<file path="src/rtl/regwb_arbiter_if.sv">
// Write-port sharing bus between the pipeline (A), the multi-cycle unit (B), decode lookups and the register file.
// The slave modport is the arbiter side; the master modport is the surrounding core/bench side.
interface regwb_arbiter_if #(
  parameter int DEPTH = 4,
  parameter int AW    = 5,
  parameter int DW    = 32
);
  logic                       flush;
  logic                       a_we;
  logic [AW-1:0]              a_waddr;
  logic [DW-1:0]              a_wdata;
  logic                       b_valid;
  logic                       b_ready;
  logic [AW-1:0]              b_waddr;
  logic [DW-1:0]              b_wdata;
  logic [AW-1:0]              lu_addr_1;
  logic [AW-1:0]              lu_addr_2;
  logic                       pend_hit_1;
  logic                       pend_hit_2;
  logic                       rf_we;
  logic [AW-1:0]              rf_waddr;
  logic [DW-1:0]              rf_wdata;
  logic [$clog2(DEPTH+1)-1:0] fifo_count;
  logic                       stall_req;

  modport slave (
    input  flush, a_we, a_waddr, a_wdata, b_valid, b_waddr, b_wdata, lu_addr_1, lu_addr_2,
    output b_ready, pend_hit_1, pend_hit_2, rf_we, rf_waddr, rf_wdata, fifo_count, stall_req
  );

  modport master (
    output flush, a_we, a_waddr, a_wdata, b_valid, b_waddr, b_wdata, lu_addr_1, lu_addr_2,
    input  b_ready, pend_hit_1, pend_hit_2, rf_we, rf_waddr, rf_wdata, fifo_count, stall_req
  );
endinterface

</file>
<file path="src/rtl/regwb_arbiter.sv">
// Register-file write-port arbiter: pipeline writeback (A) always wins, multi-cycle results (B) buffered in a FIFO.
// Optional starve guard enabled by defining REGWB_STARVE_GUARD_EN.
module regwb_arbiter #(
  parameter int DEPTH        = 4,
  parameter int AW           = 5,
  parameter int DW           = 32,
  parameter int STARVE_LIMIT = 8
) (
  input logic             clk,
  input logic             rst_n,
  regwb_arbiter_if.slave  bus
);
  localparam int PW = $clog2(DEPTH);
  localparam int CW = $clog2(DEPTH+1);
  localparam logic [CW-1:0] FULL_CNT = CW'(DEPTH);

  logic [DEPTH-1:0] vld_all;
  logic [AW-1:0]    addr_all [DEPTH];
  logic [DW-1:0]    data_all [DEPTH];
  logic [DEPTH-1:0] hit1_vec;
  logic [DEPTH-1:0] hit2_vec;

  logic [PW-1:0] wr_ptr_q, wr_ptr_d;
  logic [PW-1:0] rd_ptr_q, rd_ptr_d;
  logic [CW-1:0] cnt_q, cnt_d;
  logic          rdy_en_q;
  logic          rf_we_q, rf_we_d;
  logic [AW-1:0] rf_waddr_q, rf_waddr_d;
  logic [DW-1:0] rf_wdata_q, rf_wdata_d;

  logic          a_act;
  logic          head_present;
  logic          head_vld;
  logic [AW-1:0] head_addr;
  logic [DW-1:0] head_data;
  logic          push;
  logic          pop;
  logic          b_grant;

  // Writes to address 0 are architecturally void, so A to r0 counts as idle.
  assign a_act        = bus.a_we && (bus.a_waddr != '0);
  assign head_present = (cnt_q != '0);
  assign head_vld     = vld_all[rd_ptr_q];
  assign head_addr    = addr_all[rd_ptr_q];
  assign head_data    = data_all[rd_ptr_q];

  assign bus.b_ready = rdy_en_q && (cnt_q < FULL_CNT) && !bus.flush;
  assign push        = bus.b_valid && bus.b_ready && (bus.b_waddr != '0);
  assign b_grant     = head_present && head_vld && !a_act && !bus.flush;
  // A squashed head leaves the FIFO even while A owns the port.
  assign pop         = head_present && (b_grant || !head_vld);

  generate
    for (genvar gi = 0; gi < DEPTH; gi++) begin : g_ent
      logic          vld_q, vld_d;
      logic [AW-1:0] addr_q, addr_d;
      logic [DW-1:0] data_q, data_d;

      // Order matters: squash/pop first, then a fresh push to this slot, flush overrides all.
      always_comb begin
        vld_d  = vld_q;
        addr_d = addr_q;
        data_d = data_q;
        if (a_act && (addr_q == bus.a_waddr)) vld_d = 1'b0;
        if (pop && (rd_ptr_q == PW'(gi)))     vld_d = 1'b0;
        if (push && (wr_ptr_q == PW'(gi))) begin
          vld_d  = 1'b1;
          addr_d = bus.b_waddr;
          data_d = bus.b_wdata;
        end
        if (bus.flush) vld_d = 1'b0;
      end

      always_ff @(posedge clk or negedge rst_n) begin
        if (!rst_n) begin
          vld_q  <= 1'b0;
          addr_q <= '0;
          data_q <= '0;
        end else begin
          vld_q  <= vld_d;
          addr_q <= addr_d;
          data_q <= data_d;
        end
      end

      assign vld_all[gi]  = vld_q;
      assign addr_all[gi] = addr_q;
      assign data_all[gi] = data_q;
      assign hit1_vec[gi] = vld_q && (addr_q == bus.lu_addr_1);
      assign hit2_vec[gi] = vld_q && (addr_q == bus.lu_addr_2);
    end
  endgenerate

  assign bus.pend_hit_1 = (|hit1_vec) && (bus.lu_addr_1 != '0);
  assign bus.pend_hit_2 = (|hit2_vec) && (bus.lu_addr_2 != '0);

  always_comb begin
    wr_ptr_d   = wr_ptr_q + PW'(push);
    rd_ptr_d   = rd_ptr_q + PW'(pop);
    cnt_d      = cnt_q + CW'(push) - CW'(pop);
    rf_we_d    = 1'b0;
    rf_waddr_d = rf_waddr_q;
    rf_wdata_d = rf_wdata_q;
    if (a_act) begin
      rf_we_d    = 1'b1;
      rf_waddr_d = bus.a_waddr;
      rf_wdata_d = bus.a_wdata;
    end else if (b_grant) begin
      rf_we_d    = 1'b1;
      rf_waddr_d = head_addr;
      rf_wdata_d = head_data;
    end
    if (bus.flush) begin
      wr_ptr_d = '0;
      rd_ptr_d = '0;
      cnt_d    = '0;
    end
  end

  always_ff @(posedge clk or negedge rst_n) begin
    if (!rst_n) begin
      wr_ptr_q   <= '0;
      rd_ptr_q   <= '0;
      cnt_q      <= '0;
      rdy_en_q   <= 1'b0;
      rf_we_q    <= 1'b0;
      rf_waddr_q <= '0;
      rf_wdata_q <= '0;
    end else begin
      wr_ptr_q   <= wr_ptr_d;
      rd_ptr_q   <= rd_ptr_d;
      cnt_q      <= cnt_d;
      rdy_en_q   <= 1'b1;
      rf_we_q    <= rf_we_d;
      rf_waddr_q <= rf_waddr_d;
      rf_wdata_q <= rf_wdata_d;
    end
  end

  assign bus.rf_we      = rf_we_q;
  assign bus.rf_waddr   = rf_waddr_q;
  assign bus.rf_wdata   = rf_wdata_q;
  assign bus.fifo_count = cnt_q;

`ifdef REGWB_STARVE_GUARD_EN
  localparam int SW = $clog2(STARVE_LIMIT+1);
  localparam logic [SW-1:0] LIMIT = SW'(STARVE_LIMIT);

  logic [SW-1:0] starve_q, starve_d;
  logic          stall_q, stall_d;

  // Counts cycles a live head loses to A; the stall request holds until B gets the port.
  always_comb begin
    starve_d = starve_q;
    stall_d  = stall_q;
    if (bus.flush || b_grant || !head_present) begin
      starve_d = '0;
    end else if (head_vld && a_act && (starve_q != LIMIT)) begin
      starve_d = starve_q + SW'(1);
    end
    if (bus.flush || b_grant) begin
      stall_d = 1'b0;
    end else if (starve_q == LIMIT) begin
      stall_d = 1'b1;
    end
  end

  always_ff @(posedge clk or negedge rst_n) begin
    if (!rst_n) begin
      starve_q <= '0;
      stall_q  <= 1'b0;
    end else begin
      starve_q <= starve_d;
      stall_q  <= stall_d;
    end
  end

  assign bus.stall_req = stall_q;
`else
  assign bus.stall_req = 1'b0;
`endif

endmodule

</file>
<file path="src/flat_wrapper.sv">
// flat-port wrapper written by rule: the top's interface ports become plain ports
module regwb_arbiter_flat 
#(
  parameter int DEPTH        = 4,
  parameter int AW           = 5,
  parameter int DW           = 32,
  parameter int STARVE_LIMIT = 8
)
  (clk, rst_n, bus_flush, bus_a_we, bus_a_waddr, bus_a_wdata, bus_b_valid, bus_b_waddr, bus_b_wdata, bus_lu_addr_1, bus_lu_addr_2, bus_b_ready, bus_pend_hit_1, bus_pend_hit_2, bus_rf_we, bus_rf_waddr, bus_rf_wdata, bus_fifo_count, bus_stall_req);
  regwb_arbiter_if #(.DEPTH(DEPTH), .AW(AW), .DW(DW)) bus_i ();
  input logic clk;
  input logic rst_n;
  input wire logic [$bits(bus_i.flush)-1:0] bus_flush;
  input wire logic [$bits(bus_i.a_we)-1:0] bus_a_we;
  input wire logic [$bits(bus_i.a_waddr)-1:0] bus_a_waddr;
  input wire logic [$bits(bus_i.a_wdata)-1:0] bus_a_wdata;
  input wire logic [$bits(bus_i.b_valid)-1:0] bus_b_valid;
  input wire logic [$bits(bus_i.b_waddr)-1:0] bus_b_waddr;
  input wire logic [$bits(bus_i.b_wdata)-1:0] bus_b_wdata;
  input wire logic [$bits(bus_i.lu_addr_1)-1:0] bus_lu_addr_1;
  input wire logic [$bits(bus_i.lu_addr_2)-1:0] bus_lu_addr_2;
  output wire logic [$bits(bus_i.b_ready)-1:0] bus_b_ready;
  output wire logic [$bits(bus_i.pend_hit_1)-1:0] bus_pend_hit_1;
  output wire logic [$bits(bus_i.pend_hit_2)-1:0] bus_pend_hit_2;
  output wire logic [$bits(bus_i.rf_we)-1:0] bus_rf_we;
  output wire logic [$bits(bus_i.rf_waddr)-1:0] bus_rf_waddr;
  output wire logic [$bits(bus_i.rf_wdata)-1:0] bus_rf_wdata;
  output wire logic [$bits(bus_i.fifo_count)-1:0] bus_fifo_count;
  output wire logic [$bits(bus_i.stall_req)-1:0] bus_stall_req;
  assign bus_i.flush = bus_flush;
  assign bus_i.a_we = bus_a_we;
  assign bus_i.a_waddr = bus_a_waddr;
  assign bus_i.a_wdata = bus_a_wdata;
  assign bus_i.b_valid = bus_b_valid;
  assign bus_i.b_waddr = bus_b_waddr;
  assign bus_i.b_wdata = bus_b_wdata;
  assign bus_i.lu_addr_1 = bus_lu_addr_1;
  assign bus_i.lu_addr_2 = bus_lu_addr_2;
  assign bus_b_ready = bus_i.b_ready;
  assign bus_pend_hit_1 = bus_i.pend_hit_1;
  assign bus_pend_hit_2 = bus_i.pend_hit_2;
  assign bus_rf_we = bus_i.rf_we;
  assign bus_rf_waddr = bus_i.rf_waddr;
  assign bus_rf_wdata = bus_i.rf_wdata;
  assign bus_fifo_count = bus_i.fifo_count;
  assign bus_stall_req = bus_i.stall_req;
  regwb_arbiter #(.DEPTH(DEPTH), .AW(AW), .DW(DW), .STARVE_LIMIT(STARVE_LIMIT)) u_core (.clk(clk), .rst_n(rst_n), .bus(bus_i));
endmodule
</file>
<file path="config.mk">
export PLATFORM = sky130hd
export DESIGN_NAME = regwb_arbiter_flat
export DESIGN_NICKNAME = d
export VERILOG_FILES = /design/src/rtl/regwb_arbiter_if.sv /design/src/rtl/regwb_arbiter.sv /design/src/flat_wrapper.sv
export SDC_FILE = /design/constraint.sdc
export NUM_CORES = 1
export LEC_CHECK = 0
export CORE_ASPECT_RATIO = 1.1
export CORE_UTILIZATION = 55
export DETAILED_ROUTE_END_ITERATION = 12
export PLACE_DENSITY = 0.8
export SYNTH_ARGS = -nofsm -noshare
export SYNTH_HDL_FRONTEND = slang
export SYNTH_SLANG_ARGS = --single-unit
</file>
<file path="constraint.sdc">
create_clock -name clk -period 3 [get_ports clk]
set_input_delay 0.6 -clock clk [delete_from_list [all_inputs] [get_ports clk]]
set_output_delay 0.6 -clock clk [all_outputs]
set_load 0.005 [all_outputs]
</file>
==> impl_metrics.xml <==
<?xml version="1.0" encoding="UTF-8"?>
<metrics>
  <group name="place">
    <metric name="dp.cells" unit="">1033</metric>
    <metric name="place.gp.congestion" unit="">0.898</metric>
    <metric name="post-dp-hpwl" unit="mm">14.9</metric>
    <metric name="number_of_buffers_inserted_by_port_buffering" unit="">132</metric>
  </group>
  <group name="worst_setup_path">
    <metric name="crit_family" unit="">simple AND/OR/NAND/NOR gates</metric>
    <metric name="cp.depth" unit="">6</metric>
    <metric name="worst-endpoint-arrival" unit="ns">2.27</metric>
    <metric name="timing.critical_path.slowest_stage_cell" unit="">sky130_fd_sc_hd__dfrtp_1</metric>
    <metric name="critPathBufInv" unit="">1</metric>
    <metric name="timing.critical_path.from_type" unit="">flip-flop</metric>
    <metric name="endpoint_kind" unit="">output pin</metric>
    <metric name="critPathKind" unit="">reg -&gt; out</metric>
    <metric name="worst-endpoint-required" unit="ns">2.40</metric>
    <metric name="largest_fanout_of_any_net_on_the_critical_path" unit="">5</metric>
    <metric name="cp_cell_sequence" unit="">xor2_1 -&gt; nor4_2 -&gt; nand3_1 -&gt; nand4_1 -&gt; o21a_1 -&gt; clkdlybuf4s50_1</metric>
    <metric name="crit_path_max_incr_delay" unit="ns">0.49</metric>
    <metric name="timing.reg2reg.worst_path_depth" unit="">9</metric>
  </group>
  <group name="routing">
    <metric name="top_signal_layer_used" unit="">met4</metric>
    <metric name="drc_errors" unit="">0</metric>
    <metric name="detailroute.wirelength.met3" unit="mm">1.06</metric>
    <metric name="detail_route.wl_per_cell" unit="um">21.0</metric>
    <metric name="drt_pass1_iterations" unit="">5</metric>
    <metric name="route.vias.total" unit="">6162</metric>
    <metric name="detail_route.iter0.violations" unit="">411</metric>
    <metric name="wl_met1" unit="mm">9.28</metric>
    <metric name="detailroute.wirelength.met2" unit="mm">11.6</metric>
    <metric name="antenna_violating_nets_post_route" unit="">0</metric>
    <metric name="wirelength" unit="mm">22.3</metric>
    <metric name="via_count_normalized_by_instance_count" unit="">5.79</metric>
  </group>
  <group name="status">
    <metric name="outcome" unit="">completed</metric>
  </group>
  <group name="sta">
    <metric name="finClkSkew" unit="ns">0.00774</metric>
    <metric name="endpoints_failing_setup" unit="">0</metric>
    <metric name="holdWs" unit="ns">0.154</metric>
    <metric name="totalNegativeSetupSlack" unit="ns">0</metric>
    <metric name="final-hold-violation-count" unit="">0</metric>
    <metric name="layout_worst_path_cycle_share" unit="%">95.8</metric>
    <metric name="timing.final.max_slew_violations" unit="">0</metric>
    <metric name="worst-slew-pin-transition" unit="ns">0.837</metric>
    <metric name="rsz_0062_raised_after_global_routing" unit="">false</metric>
    <metric name="maximum_clock_rate" unit="GHz">0.348</metric>
    <metric name="slew_headroom" unit="%">44.2</metric>
    <metric name="final_period_minus_worst_setup_slack" unit="ns">2.87</metric>
  </group>
  <group name="clock_network">
    <metric name="postCtsSetupBuffers" unit="">0</metric>
    <metric name="cts_htree_levels" unit="">4</metric>
    <metric name="cts_hold_buf" unit="">0</metric>
    <metric name="clk_transition_reported_paths" unit="ns">0.07</metric>
    <metric name="clockBufferDepth" unit="">2</metric>
    <metric name="cts_buffers" unit="">17</metric>
    <metric name="number_of_sinks_driven_by_the_clock_tree" unit="">198</metric>
    <metric name="cts_tree" unit="">built</metric>
    <metric name="clk-insertion-delay-late" unit="ns">0.43</metric>
    <metric name="cts_root_buffer" unit="">sky130_fd_sc_hd__clkbuf_16</metric>
  </group>
  <group name="logic_synthesis">
    <metric name="yosysWarningCount" unit="">0</metric>
    <metric name="synth_seq_cells" unit="">198</metric>
    <metric name="post-synth-top-count-cell" unit="">sky130_fd_sc_hd__dfrtp_1</metric>
    <metric name="synth.distinct_cells" unit="">36</metric>
    <metric name="synth_enable_flop_cells" unit="">0</metric>
    <metric name="post_synthesis_instance_area" unit="sq mm">0.00976</metric>
    <metric name="per_instance_average_area_after_synthesis" unit="sq um">14.1</metric>
    <metric name="synth_top_cells_by_area" unit="">sky130_fd_sc_hd__dfrtp_1, sky130_fd_sc_hd__mux4_2, sky130_fd_sc_hd__mux2_2, sky130_fd_sc_hd__mux2_4, sky130_fd_sc_hd__xor2_1</metric>
    <metric name="synth_sequential_area_ratio" unit="%">50.8</metric>
    <metric name="netlist.top_cell.by_area" unit="">sky130_fd_sc_hd__dfrtp_1</metric>
    <metric name="synthDominantCellAreaShare" unit="%">50.8</metric>
    <metric name="synthFlopType" unit="">sky130_fd_sc_hd__dfrtp_1</metric>
    <metric name="ys_top_cells_by_count" unit="">sky130_fd_sc_hd__dfrtp_1, sky130_fd_sc_hd__mux2_2, sky130_fd_sc_hd__mux2_4</metric>
    <metric name="syn_inst" unit="">692</metric>
    <metric name="synth_async_reset_ratio" unit="%">100</metric>
    <metric name="synth.net_count" unit="">786</metric>
  </group>
  <group name="cells_and_area">
    <metric name="layout_overhead_on_the_synthesized_area" unit="%">22.3</metric>
    <metric name="finalNonFillerCells" unit="">1065</metric>
    <metric name="fraction_of_layout_cells_with_a_size_suffix_above_1" unit="%">28.2</metric>
    <metric name="num_antenna_cells" unit="">0</metric>
    <metric name="final_net_count" unit="">912</metric>
  </group>
  <group name="pwr">
    <metric name="static_leakage" unit="nW">5.65</metric>
    <metric name="max-vdd-ir-drop" unit="mV">0.443</metric>
    <metric name="power_density" unit="mW/mm^2">687</metric>
    <metric name="total_power" unit="mW">8.20</metric>
  </group>
  <group name="die">
    <metric name="die_w" unit="um">129</metric>
    <metric name="floorplan.die_area" unit="sq mm">0.0183</metric>
    <metric name="floorplan.rows" unit="">50</metric>
    <metric name="i_o_pin_cnt" unit="">134</metric>
    <metric name="start_util" unit="%">56.7</metric>
    <metric name="die_h" unit="um">142</metric>
    <metric name="core_area" unit="sq mm">0.0172</metric>
  </group>
  <group name="grt">
    <metric name="grt_pass1_vias" unit="">6772</metric>
    <metric name="maximum_number_of_pins_on_one_net_before_global_route_repair" unit="">83</metric>
    <metric name="initial_antenna_violation_count" unit="">0</metric>
    <metric name="wire_length_of_the_first_global_routing_pass" unit="mm">36.5</metric>
    <metric name="globalRouteOverflowTotal" unit="">0</metric>
    <metric name="globalRouteTotalUtil" unit="%">26.5</metric>
  </group>
  <group name="job">
    <metric name="drv.max_cap_violation_count" unit="">0</metric>
  </group>
  <group name="worst_hold_path">
    <metric name="min_path_type" unit="">in -&gt; async</metric>
  </group>
</metrics>
-- final timing paths --
path                       slack (ns)                       start                         end
min                              0.15                       rst_n     u_core.bus.rf_wdata[25]
max in group asynchronous        2.04                       rst_n          u_core.rd_ptr_q[0]
min reg2reg                      0.49  u_core.g_ent[0].data_q[14]  u_core.g_ent[0].data_q[14]
max reg2reg                      0.65       u_core.g_ent[3].vld_q    u_core.bus.fifo_count[2]
min in group clk                 0.49  u_core.g_ent[0].data_q[14]  u_core.g_ent[0].data_q[14]
max                              0.13   u_core.g_ent[1].addr_q[3]              bus_pend_hit_2
-- final cells by class --
| class | instances | area, sq um |
|---|---|---|
| Clock buffer | 18 | 439 |
| Timing Repair Buffer | 163 | 1600 |
| Tap cell | 234 | 293 |
| Sequential cell | 198 | 4960 |
| Fill cell | 1141 | 5270 |
| Inverter | 5 | 18.8 |
| Clock inverter | 14 | 164 |
| Multi-Input combinational cell | 433 | 4460 |
-- kinds of logic (layout without fill, tap and decap cells) --
logic type	Yosys count	in the layout	share of synthesized area [%]
adders and majority gates	5	5	0.718
muxes	223	223	31.4
DFF	198	198	50.8
xor gates and xnor gates	64	64	5.74
AOI/OAI and AO/OA	50	50	2.85
buffers and inverters	61	200	3.92
and+or+nand+nor	89	89	4.50
other	2	2	0.0770
-- timing repair --
item	CTS	global route
pin swaps	0	2
setup endpoints to repair	2	2
resized for setup	8	2
-- metal layers --
layer,vias up,GRT usage [%]
li1,2731,-
met1,3196,33.3
met2,195,45.9
met3,40,5.73
met4,0,8.05
met5,-,0
-- power by group --
part | switching, mW | leakage, nW | internal (mW)
combinational | 0.950 | 2.82 | 1.35
clock | 1.05 | 0.291 | 1.28
sequential | 0.399 | 2.54 | 3.17
total | 2.40 | 5.65 | 5.80
-- flip-flops by register name (all words and copies together), names as in the netlist --
signal and count:
u_core.bus.fifo_count 3, u_core.bus.rf_waddr 5, u_core.bus.rf_wdata 32, u_core.bus.rf_we 1, u_core.g_ent.addr_q 20, u_core.g_ent.data_q 128, u_core.g_ent.vld_q 4, u_core.rd_ptr_q 2
u_core.rdy_en_q 1, u_core.wr_ptr_q 2
-- cells in the final DEF (no fill, tap or decap), types with 13 or more instances in the layout --
cell / count
sky130_fd_sc_hd__a21oi_1: 41
sky130_fd_sc_hd__buf_4: 27
sky130_fd_sc_hd__clkbuf_16: 17
sky130_fd_sc_hd__clkdlybuf4s50_1: 123
sky130_fd_sc_hd__dfrtp_1: 196
sky130_fd_sc_hd__mux2_1: 30
sky130_fd_sc_hd__mux2_2: 72
sky130_fd_sc_hd__mux2_4: 46
sky130_fd_sc_hd__mux2i_1: 37
sky130_fd_sc_hd__mux4_2: 38
sky130_fd_sc_hd__nand3_1: 13
sky130_fd_sc_hd__nor2_1: 43
sky130_fd_sc_hd__xnor2_1: 21
sky130_fd_sc_hd__xor2_1: 43
-- worst reg2reg max path, delay by kind of cell, from the launching register on --
kind                       cells  cell delay (ns)
AOI/OAI and AO/OA              1             0.19
and+or+nand+nor                1             0.06
adders and majority gates      3             0.73
muxes                          1             0.53
DFF                            1             0.46
xor gates and xnor gates       1             0.17
buffers and inverters          2             0.11
-- stage by stage --
step | cell area [sq um] | worst slack [ns] | util (%)
after floorplan | 9760 | 0.00849 | -
after global placement | 11300 | -0.198 | 65.8
after detailed placement | 11300 | -0.222 | 65.8
after CTS | 11900 | 0.0436 | 69.3
after global routing | 11900 | 0.00341 | 69.4
final | 11900 | 0.125 | 69.4
(Power assumes the default switching activity.)
